[config.mk]
export PLATFORM = sky130hd
export DESIGN_NAME = ma_job_sequencer_flat
export DESIGN_NICKNAME = d
export VERILOG_FILES = /design/src/rtl/ma_job_sequencer_if.sv /design/src/rtl/ma_job_sequencer.sv /design/src/flat_wrapper.sv
export SDC_FILE = /design/constraint.sdc
export NUM_CORES = 1
export LEC_CHECK = 0
export ABC_AREA = 1
export CAP_MARGIN = 10
export CORE_MARGIN = 5
export CORE_UTILIZATION = 44
export CTS_CLUSTER_DIAMETER = 100
export DETAILED_ROUTE_END_ITERATION = 10
export PLACE_DENSITY = 0.85
export SLEW_MARGIN = 25
export SYNTH_ARGS = -nofsm -noshare
export SYNTH_HDL_FRONTEND = slang
export SYNTH_SLANG_ARGS = --single-unit
[constraint.sdc]
create_clock -name Clk -period 2.3 [get_ports Clk]
set_input_delay 0.23 -clock Clk [delete_from_list [all_inputs] [get_ports Clk]]
set_output_delay 0.23 -clock Clk [all_outputs]
set_load 0.01 [all_outputs]
[src/rtl/ma_job_sequencer_if.sv]
// Handshake bundle between the job sequencer, its host-side command/result
// logic and the 3x3 matrix accelerator control pins.
interface ma_job_sequencer_if #(
  parameter int KERNEL_SIZE = 3,
  parameter int ADDR_WIDTH  = $clog2(KERNEL_SIZE**4)
);
  logic                      cmd_valid;
  logic                      cmd_ready;
  logic [ADDR_WIDTH-1:0]     cmd_base;
  logic [ADDR_WIDTH-1:0]     cmd_count;
  logic                      cmd_direct;
  logic                      abort;
  logic [ADDR_WIDTH-1:0]     ma_addr;
  logic [KERNEL_SIZE**2-1:0] ma_mstart;
  logic                      ma_direct;
  logic [31:0]               ma_acc;
  logic                      ma_ready;
  logic                      res_valid;
  logic                      res_ready;
  logic [31:0]               res_data;
  logic [ADDR_WIDTH-1:0]     res_idx;
  logic                      res_last;
  logic                      busy;
  logic                      done;
  logic                      timeout_err;

  modport master (
    input  cmd_valid, cmd_base, cmd_count, cmd_direct, abort,
    input  ma_acc, ma_ready, res_ready,
    output cmd_ready, ma_addr, ma_mstart, ma_direct,
    output res_valid, res_data, res_idx, res_last,
    output busy, done, timeout_err
  );

  modport slave (
    output cmd_valid, cmd_base, cmd_count, cmd_direct, abort,
    output ma_acc, ma_ready, res_ready,
    input  cmd_ready, ma_addr, ma_mstart, ma_direct,
    input  res_valid, res_data, res_idx, res_last,
    input  busy, done, timeout_err
  );
endinterface

[src/rtl/ma_job_sequencer.sv]
// Job sequencer for the 3x3 matrix accelerator: walks AddressSelect over a run
// of addresses, pulses mStart per pass and streams each finalAccumulate out.
module ma_job_sequencer #(
  parameter int KERNEL_SIZE    = 3,
  parameter int ADDR_WIDTH     = $clog2(KERNEL_SIZE**4),
  parameter int TIMEOUT_CYCLES = 64
) (
  input logic               Clk,
  input logic               Rst,
  ma_job_sequencer_if.master bus
);

  localparam int LANES = KERNEL_SIZE**2;
  localparam int TW    = (TIMEOUT_CYCLES > 2) ? $clog2(TIMEOUT_CYCLES) : 1;

  typedef enum logic [2:0] {
    S_IDLE, S_SETUP, S_START, S_WAIT, S_OUT, S_DONE
  } state_e;

  state_e                state_q;
  logic [ADDR_WIDTH-1:0] base_q, count_q, idx_q;
  logic [TW-1:0]         timer_q;
  logic                  cmd_ready_q, busy_q, done_q, timeout_err_q;
  logic [ADDR_WIDTH-1:0] ma_addr_q;
  logic [LANES-1:0]      ma_mstart_q;
  logic                  ma_direct_q;
  logic                  res_valid_q, res_last_q;
  logic [31:0]           res_data_q;
  logic [ADDR_WIDTH-1:0] res_idx_q;

  logic [ADDR_WIDTH-1:0] next_idx_d, next_addr_d;

  // Address wraps modulo 2^ADDR_WIDTH by truncation.
  assign next_idx_d  = idx_q + ADDR_WIDTH'(1);
  assign next_addr_d = base_q + next_idx_d;

  // NOTE: every register here is state, so all updates are non-blocking; the
  // two pulse outputs get a default of 0 at the top of the clocked branch.
  always_ff @(posedge Clk or posedge Rst) begin
    if (Rst) begin
      state_q       <= S_IDLE;
      base_q        <= '0;
      count_q       <= '0;
      idx_q         <= '0;
      timer_q       <= '0;
      cmd_ready_q   <= 1'b0;
      busy_q        <= 1'b0;
      done_q        <= 1'b0;
      timeout_err_q <= 1'b0;
      ma_addr_q     <= '0;
      ma_mstart_q   <= '0;
      ma_direct_q   <= 1'b0;
      res_valid_q   <= 1'b0;
      res_last_q    <= 1'b0;
      res_data_q    <= '0;
      res_idx_q     <= '0;
    end else begin
      done_q      <= 1'b0;
      ma_mstart_q <= '0;
      if (bus.abort && state_q != S_IDLE) begin
        state_q     <= S_IDLE;
        res_valid_q <= 1'b0;
        cmd_ready_q <= 1'b1;
        busy_q      <= 1'b0;
      end else begin
        case (state_q)
          S_IDLE: begin
            if (bus.cmd_valid && cmd_ready_q) begin
              base_q        <= bus.cmd_base;
              count_q       <= bus.cmd_count;
              ma_direct_q   <= bus.cmd_direct;
              idx_q         <= '0;
              timeout_err_q <= 1'b0;
              cmd_ready_q   <= 1'b0;
              busy_q        <= 1'b1;
              if (bus.cmd_count == '0) begin
                state_q <= S_DONE;
                done_q  <= 1'b1;
              end else begin
                state_q   <= S_SETUP;
                ma_addr_q <= bus.cmd_base;
              end
            end else begin
              cmd_ready_q <= 1'b1;
            end
          end
          S_SETUP: begin
            state_q     <= S_START;
            ma_mstart_q <= '1;
          end
          S_START: begin
            state_q <= S_WAIT;
            timer_q <= '0;
          end
          S_WAIT: begin
            // A late ready on the final allowed cycle still wins over timeout.
            if (bus.ma_ready) begin
              state_q     <= S_OUT;
              res_valid_q <= 1'b1;
              res_data_q  <= bus.ma_acc;
              res_idx_q   <= idx_q;
              res_last_q  <= (idx_q == count_q - ADDR_WIDTH'(1));
            end else if (timer_q == TW'(TIMEOUT_CYCLES - 2)) begin
              state_q       <= S_DONE;
              timeout_err_q <= 1'b1;
              done_q        <= 1'b1;
            end else begin
              timer_q <= timer_q + TW'(1);
            end
          end
          S_OUT: begin
            if (bus.res_ready) begin
              res_valid_q <= 1'b0;
              if (res_last_q) begin
                state_q <= S_DONE;
                done_q  <= 1'b1;
              end else begin
                state_q   <= S_SETUP;
                idx_q     <= next_idx_d;
                ma_addr_q <= next_addr_d;
              end
            end
          end
          S_DONE: begin
            state_q     <= S_IDLE;
            cmd_ready_q <= 1'b1;
            busy_q      <= 1'b0;
          end
          default: begin
            state_q     <= S_IDLE;
            cmd_ready_q <= 1'b1;
            busy_q      <= 1'b0;
          end
        endcase
      end
    end
  end

  assign bus.cmd_ready   = cmd_ready_q;
  assign bus.busy        = busy_q;
  assign bus.done        = done_q;
  assign bus.timeout_err = timeout_err_q;
  assign bus.ma_addr     = ma_addr_q;
  assign bus.ma_mstart   = ma_mstart_q;
  assign bus.ma_direct   = ma_direct_q;
  assign bus.res_valid   = res_valid_q;
  assign bus.res_data    = res_data_q;
  assign bus.res_idx     = res_idx_q;
  assign bus.res_last    = res_last_q;

endmodule

[src/flat_wrapper.sv]
// flat-port wrapper written by rule: the top's interface ports become plain ports
module ma_job_sequencer_flat 
#(
  parameter int KERNEL_SIZE    = 3,
  parameter int ADDR_WIDTH     = $clog2(KERNEL_SIZE**4),
  parameter int TIMEOUT_CYCLES = 64
)
  (Clk, Rst, bus_cmd_valid, bus_cmd_base, bus_cmd_count, bus_cmd_direct, bus_abort, bus_ma_acc, bus_ma_ready, bus_res_ready, bus_cmd_ready, bus_ma_addr, bus_ma_mstart, bus_ma_direct, bus_res_valid, bus_res_data, bus_res_idx, bus_res_last, bus_busy, bus_done, bus_timeout_err);
  ma_job_sequencer_if #(.KERNEL_SIZE(KERNEL_SIZE), .ADDR_WIDTH(ADDR_WIDTH)) bus_i ();
  input logic Clk;
  input logic Rst;
  input wire logic [$bits(bus_i.cmd_valid)-1:0] bus_cmd_valid;
  input wire logic [$bits(bus_i.cmd_base)-1:0] bus_cmd_base;
  input wire logic [$bits(bus_i.cmd_count)-1:0] bus_cmd_count;
  input wire logic [$bits(bus_i.cmd_direct)-1:0] bus_cmd_direct;
  input wire logic [$bits(bus_i.abort)-1:0] bus_abort;
  input wire logic [$bits(bus_i.ma_acc)-1:0] bus_ma_acc;
  input wire logic [$bits(bus_i.ma_ready)-1:0] bus_ma_ready;
  input wire logic [$bits(bus_i.res_ready)-1:0] bus_res_ready;
  output wire logic [$bits(bus_i.cmd_ready)-1:0] bus_cmd_ready;
  output wire logic [$bits(bus_i.ma_addr)-1:0] bus_ma_addr;
  output wire logic [$bits(bus_i.ma_mstart)-1:0] bus_ma_mstart;
  output wire logic [$bits(bus_i.ma_direct)-1:0] bus_ma_direct;
  output wire logic [$bits(bus_i.res_valid)-1:0] bus_res_valid;
  output wire logic [$bits(bus_i.res_data)-1:0] bus_res_data;
  output wire logic [$bits(bus_i.res_idx)-1:0] bus_res_idx;
  output wire logic [$bits(bus_i.res_last)-1:0] bus_res_last;
  output wire logic [$bits(bus_i.busy)-1:0] bus_busy;
  output wire logic [$bits(bus_i.done)-1:0] bus_done;
  output wire logic [$bits(bus_i.timeout_err)-1:0] bus_timeout_err;
  assign bus_i.cmd_valid = bus_cmd_valid;
  assign bus_i.cmd_base = bus_cmd_base;
  assign bus_i.cmd_count = bus_cmd_count;
  assign bus_i.cmd_direct = bus_cmd_direct;
  assign bus_i.abort = bus_abort;
  assign bus_i.ma_acc = bus_ma_acc;
  assign bus_i.ma_ready = bus_ma_ready;
  assign bus_i.res_ready = bus_res_ready;
  assign bus_cmd_ready = bus_i.cmd_ready;
  assign bus_ma_addr = bus_i.ma_addr;
  assign bus_ma_mstart = bus_i.ma_mstart;
  assign bus_ma_direct = bus_i.ma_direct;
  assign bus_res_valid = bus_i.res_valid;
  assign bus_res_data = bus_i.res_data;
  assign bus_res_idx = bus_i.res_idx;
  assign bus_res_last = bus_i.res_last;
  assign bus_busy = bus_i.busy;
  assign bus_done = bus_i.done;
  assign bus_timeout_err = bus_i.timeout_err;
  ma_job_sequencer #(.KERNEL_SIZE(KERNEL_SIZE), .ADDR_WIDTH(ADDR_WIDTH), .TIMEOUT_CYCLES(TIMEOUT_CYCLES)) u_core (.Clk(Clk), .Rst(Rst), .bus(bus_i));
endmodule
==> metrics.log <==
[metrics] Die Area: 11,600 um^2
[metrics] starting density of the core: ~45%
[metrics] register area share after synthesis: around half
[metrics] maximum clock frequency: between 0.4 and 0.5 GHz
[metrics] element type at the critical path start: flop
[metrics] Horiz. Die Dim: 108 um
[metrics] total global-route track usage: approximately a fifth
[metrics] portion of total power attributed to the clock network: 15.7%
[metrics] total overflow reported by the global router: 0
[metrics] switching portion of total power: 38.5%
[metrics] length of the first detailed-routing pass in iterations: 4
[metrics] arrival time at the worst endpoint: 2400 ps
[metrics] clk sinks: between 80 and 90
[metrics] gate count after technology mapping: slightly above 500
[metrics] CTS Buf Count: 9
[metrics] Synth warnings: 0
[metrics] normalized max-slew margin: between 70% and 80%
[metrics] worst vdd ir: ~0.7 mV
[metrics] clock latency of the later-clocked register in the worst-skew pair: around 370 ps
[metrics] share of total power in combinational logic: a little under half
[metrics] most used flip-flop cell after synthesis: sky130_fd_sc_hd__dfrtp_1
[metrics] pin count of the biggest net entering global routing: 85
[metrics] non-filler cells in the finished layout: around 760
[metrics] Period minus WS final: approximately 2100 ps
[metrics] number of vias after detailed routing: 3,779
[metrics] synthesized netlist net count: 575
[metrics] wire length reported by the detailed router: between 10,000 and 15,000 um
[metrics] cell count after placement: around 740
[metrics] post-route fraction of the period consumed by the critical path: just over 90%
[metrics] DRC errors left: 0
[metrics] share of power burned in registers: around two fifths
[metrics] number of failing hold endpoints at the final stage: 0
[metrics] skew final: ~12 ps
[metrics] number of ports placed on the die boundary: roughly 120
[metrics] count of nets left with antenna violations after detail routing: 0
[metrics] share of flip-flops with an asynchronous set or reset: 100%
[metrics] setup repair after global routing missed its margin: yes
[metrics] WS Path Type: flop to flop
[metrics] post-synthesis register bit count: between 80 and 90
[metrics] clock-pin slew on the worst setup and hold paths: ~90 ps
[metrics] Final Slew Violations: 0
[metrics] internal power of the cells: 0.00392 W
[metrics] Diodes inserted: 0
[metrics] die span in y: 108 um
[metrics] final-layout fill cell count: between 700 and 800
[metrics] HPWL reported at the end of detailed placement: between 8000 and 9000 um
[metrics] distinct cell type count of the synthesized netlist: 32
[metrics] standard-cell rows: 35
[metrics] commonest non-fill, non-tap cell in the layout: sky130_fd_sc_hd__nand2_1
[metrics] Worst Hold Class: input pin to async pin
[metrics] max-capacitance violation count: 0
[metrics] Post-synth EDFFs: 0
[metrics] combined area of all synthesized cells: 4190 um^2
[metrics] core region area: between 9000 and 10,000 um^2
[metrics] number of global-route vias before repair: 3,849
[metrics] TritonCTS clock tree: done
[metrics] Switch Pwr: roughly 0.0025 W
[metrics] post-CTS repair timing setup buffer count: 0
[metrics] count of buffers inserted at the top-level ports: 114
[metrics] highest fanout seen on the critical path: 6
[metrics] # setup viols final: 0
[metrics] Nets: between 600 and 700
[metrics] Slew @ Worst Pin: approximately 450 ps
[metrics] required time at the worst-slack endpoint: 2560 ps
[metrics] deepest level of the CTS H-tree: 3
[metrics] proportion of layout cells with a drive suffix above 1: between 8 and 9%
[metrics] routed len/inst: 14.5 um
[metrics] commonest cells after routing, fill and taps aside: sky130_fd_sc_hd__nand2_1 (195), sky130_fd_sc_hd__clkdlybuf4s50_1 (114), sky130_fd_sc_hd__dfrtp_1 (82), sky130_fd_sc_hd__inv_1 (47), sky130_fd_sc_hd__o21ai_0 (32)
[metrics] global-route wire length before repair: between 15,000 and 20,000 um
[metrics] average instance area after synthesis: about 8.2 um^2
[metrics] cell chosen for the clock root: sky130_fd_sc_hd__clkbuf_8
[metrics] Leakage: around 2.8 nW
[metrics] detailed router's first-iteration violation count: 211
[metrics] synth-to-layout area growth: 34.8%
[metrics] CTS max path bufs: 2
[metrics] GPL Wtd Cong: ~0.9
[metrics] crit path capture type: flop
[metrics] status: completed
[metrics] Setup Total Neg Slack: 0 ps
[metrics] vias per inst: ~5
[metrics] initial antenna violation count: 0
[metrics] power density over the cells: around 1100 nW/um^2
## cells by family (layout without fill, tap and decap cells)
| logic type | Yosys count | count (layout) | share of synthesized area (%) |
|---|---|---|---|
| and+or+nand+nor | 270 | 270 | 27.6 |
| DFF | 84 | 84 | 50.2 |
| buffers and inverters | 76 | 192 | 8.22 |
| AOI/OAI and AO/OA | 55 | 55 | 7.17 |
| xor gates and xnor gates | 13 | 13 | 3.05 |
| adders and majority gates | 12 | 12 | 3.77 |
## path summary, 6_finish.rpt
check / from / end / slack, ps / depth (start not counted)
worst max-delay path: u_core.idx_q[0]$_DFFE_PP0P_ / u_core.bus.ma_addr[5]$_DFFE_PP0P_ / 160 / 11
worst min-delay path: Rst / u_core.bus.res_data[18]$_DFFE_PP0P_ / 320 / 3
worst max register to register: u_core.idx_q[0]$_DFFE_PP0P_ / u_core.bus.ma_addr[5]$_DFFE_PP0P_ / 160 / 11
worst min register to register: u_core.bus.res_data[11]$_DFFE_PP0P_ / u_core.bus.res_data[11]$_DFFE_PP0P_ / 480 / 2
max in group asynchronous: Rst / u_core.idx_q[0]$_DFFE_PP0P_ / 1600 / 3
min in group Clk: bus_ma_acc[28] / u_core.bus.res_data[28]$_DFFE_PP0P_ / 390 / 3
## power by group through the flow
stage / clock, W / combinational, W / sequential [W]
5_1_grt: 0.00108 / 0.00323 / 0.00252
4_1_cts: 0.00102 / 0.00294 / 0.00243
3_5_place_dp: 0 / 0.00293 / 0.00246
2_1_floorplan: 0 / 0.00140 / 0.00259
3_3_place_gp: 0 / 0.00282 / 0.00243
6_report: 0.000999 / 0.00293 / 0.00245
## stage by stage
step / area (um^2) / worst slack, ps / util (%) / total power [W] / hold slack [ps]
6_report: 5640 / 158 / 61.1 / 0.00637 / 315
5_1_grt: 5640 / -22.0 / 61.1 / 0.00682 / 384
2_1_floorplan: 4190 / 292 / - / 0.00399 / 302
3_3_place_gp: 5430 / 198 / 58.7 / 0.00524 / 453
4_1_cts: 5610 / 67.3 / 60.7 / 0.00640 / 346
3_5_place_dp: 5430 / 78.3 / 58.7 / 0.00539 / 459
## sequential cells by signal, indices dropped and copies added (netlist names)
| signal | count |
|---|---|
| u_core.count_q | 7 |
| u_core.bus.timeout_err | 1 |
| u_core.bus.res_valid | 1 |
| u_core.bus.res_idx | 7 |
| u_core.timer_q | 6 |
| u_core.bus.busy | 1 |
| u_core.bus.res_data | 32 |
| u_core.state_q | 3 |
| u_core.base_q | 7 |
| u_core.bus.done | 1 |
| u_core.idx_q | 7 |
| u_core.bus.ma_mstart | 1 |
| u_core.bus.cmd_ready | 1 |
| u_core.bus.ma_addr | 7 |
| u_core.bus.res_last | 1 |
| u_core.bus.ma_direct | 1 |
## critical path: stages, from the launching register on
cell and delay, ps:
sky130_fd_sc_hd__dfrtp_2 450, sky130_fd_sc_hd__ha_2 230, sky130_fd_sc_hd__nand3_2 110, sky130_fd_sc_hd__xor2_2 170, sky130_fd_sc_hd__inv_1 90, sky130_fd_sc_hd__ha_1 300
sky130_fd_sc_hd__nand2_1 70, sky130_fd_sc_hd__or2_2 320, sky130_fd_sc_hd__nand4_1 90, sky130_fd_sc_hd__nand3_1 80, sky130_fd_sc_hd__nand2_1 90, sky130_fd_sc_hd__nand2_1 50
## routing by layer
layer / global-route usage [%] / part of all wire (%)
met1: 23.7 / 42
met2: 32.1 / 50
met4: 9.11 / 3.4
met5: 0 / 0
met3: 4.20 / 4.7
## final cells by class
class	count	area, um^2	share of cell area [%]
Inverter	57	218	3.86
Clock buffer	10	138	2.44
Tap cell	129	161	2.86
Multi-Input combinational cell	350	1770	31.4
Timing Repair Buffer	119	1200	21.3
Sequential cell	84	2100	37.3
Clock inverter	6	46.3	0.821
## synthesized netlist by cell type, types with 2 or more instances
library cell	n	share of area (%)
sky130_fd_sc_hd__dfrtp_1	84	50
sky130_fd_sc_hd__nand2_2	5	0.75
sky130_fd_sc_hd__nand3_1	30	3.6
sky130_fd_sc_hd__o211ai_1	4	0.72
sky130_fd_sc_hd__o22ai_1	6	0.90
sky130_fd_sc_hd__nor2_4	3	0.81
sky130_fd_sc_hd__buf_2	5	0.60
sky130_fd_sc_hd__nand2_1	195	17
sky130_fd_sc_hd__buf_6	3	0.81
sky130_fd_sc_hd__nor3_1	3	0.36
sky130_fd_sc_hd__nand4_1	11	1.6
sky130_fd_sc_hd__ha_1	11	3.3
sky130_fd_sc_hd__nand3_2	2	0.48
sky130_fd_sc_hd__xnor2_1	3	0.63
sky130_fd_sc_hd__a21oi_1	6	0.72
sky130_fd_sc_hd__nor2_1	14	1.3
sky130_fd_sc_hd__buf_4	8	1.4
sky130_fd_sc_hd__inv_1	49	4.4
sky130_fd_sc_hd__clkbuf_1	3	0.27
sky130_fd_sc_hd__or2_2	4	0.60
sky130_fd_sc_hd__inv_2	7	0.63
sky130_fd_sc_hd__o21ai_1	4	0.48
sky130_fd_sc_hd__xor2_1	9	1.9
sky130_fd_sc_hd__o21a_1	2	0.36
sky130_fd_sc_hd__o21ai_0	32	3.8
## what timing repair did
item | in CTS | in global routing
setup endpoints to repair | 0 | 3
resized for setup | 0 | 8
hold buffers | 0 | 0
(Power assumes the default switching activity.)
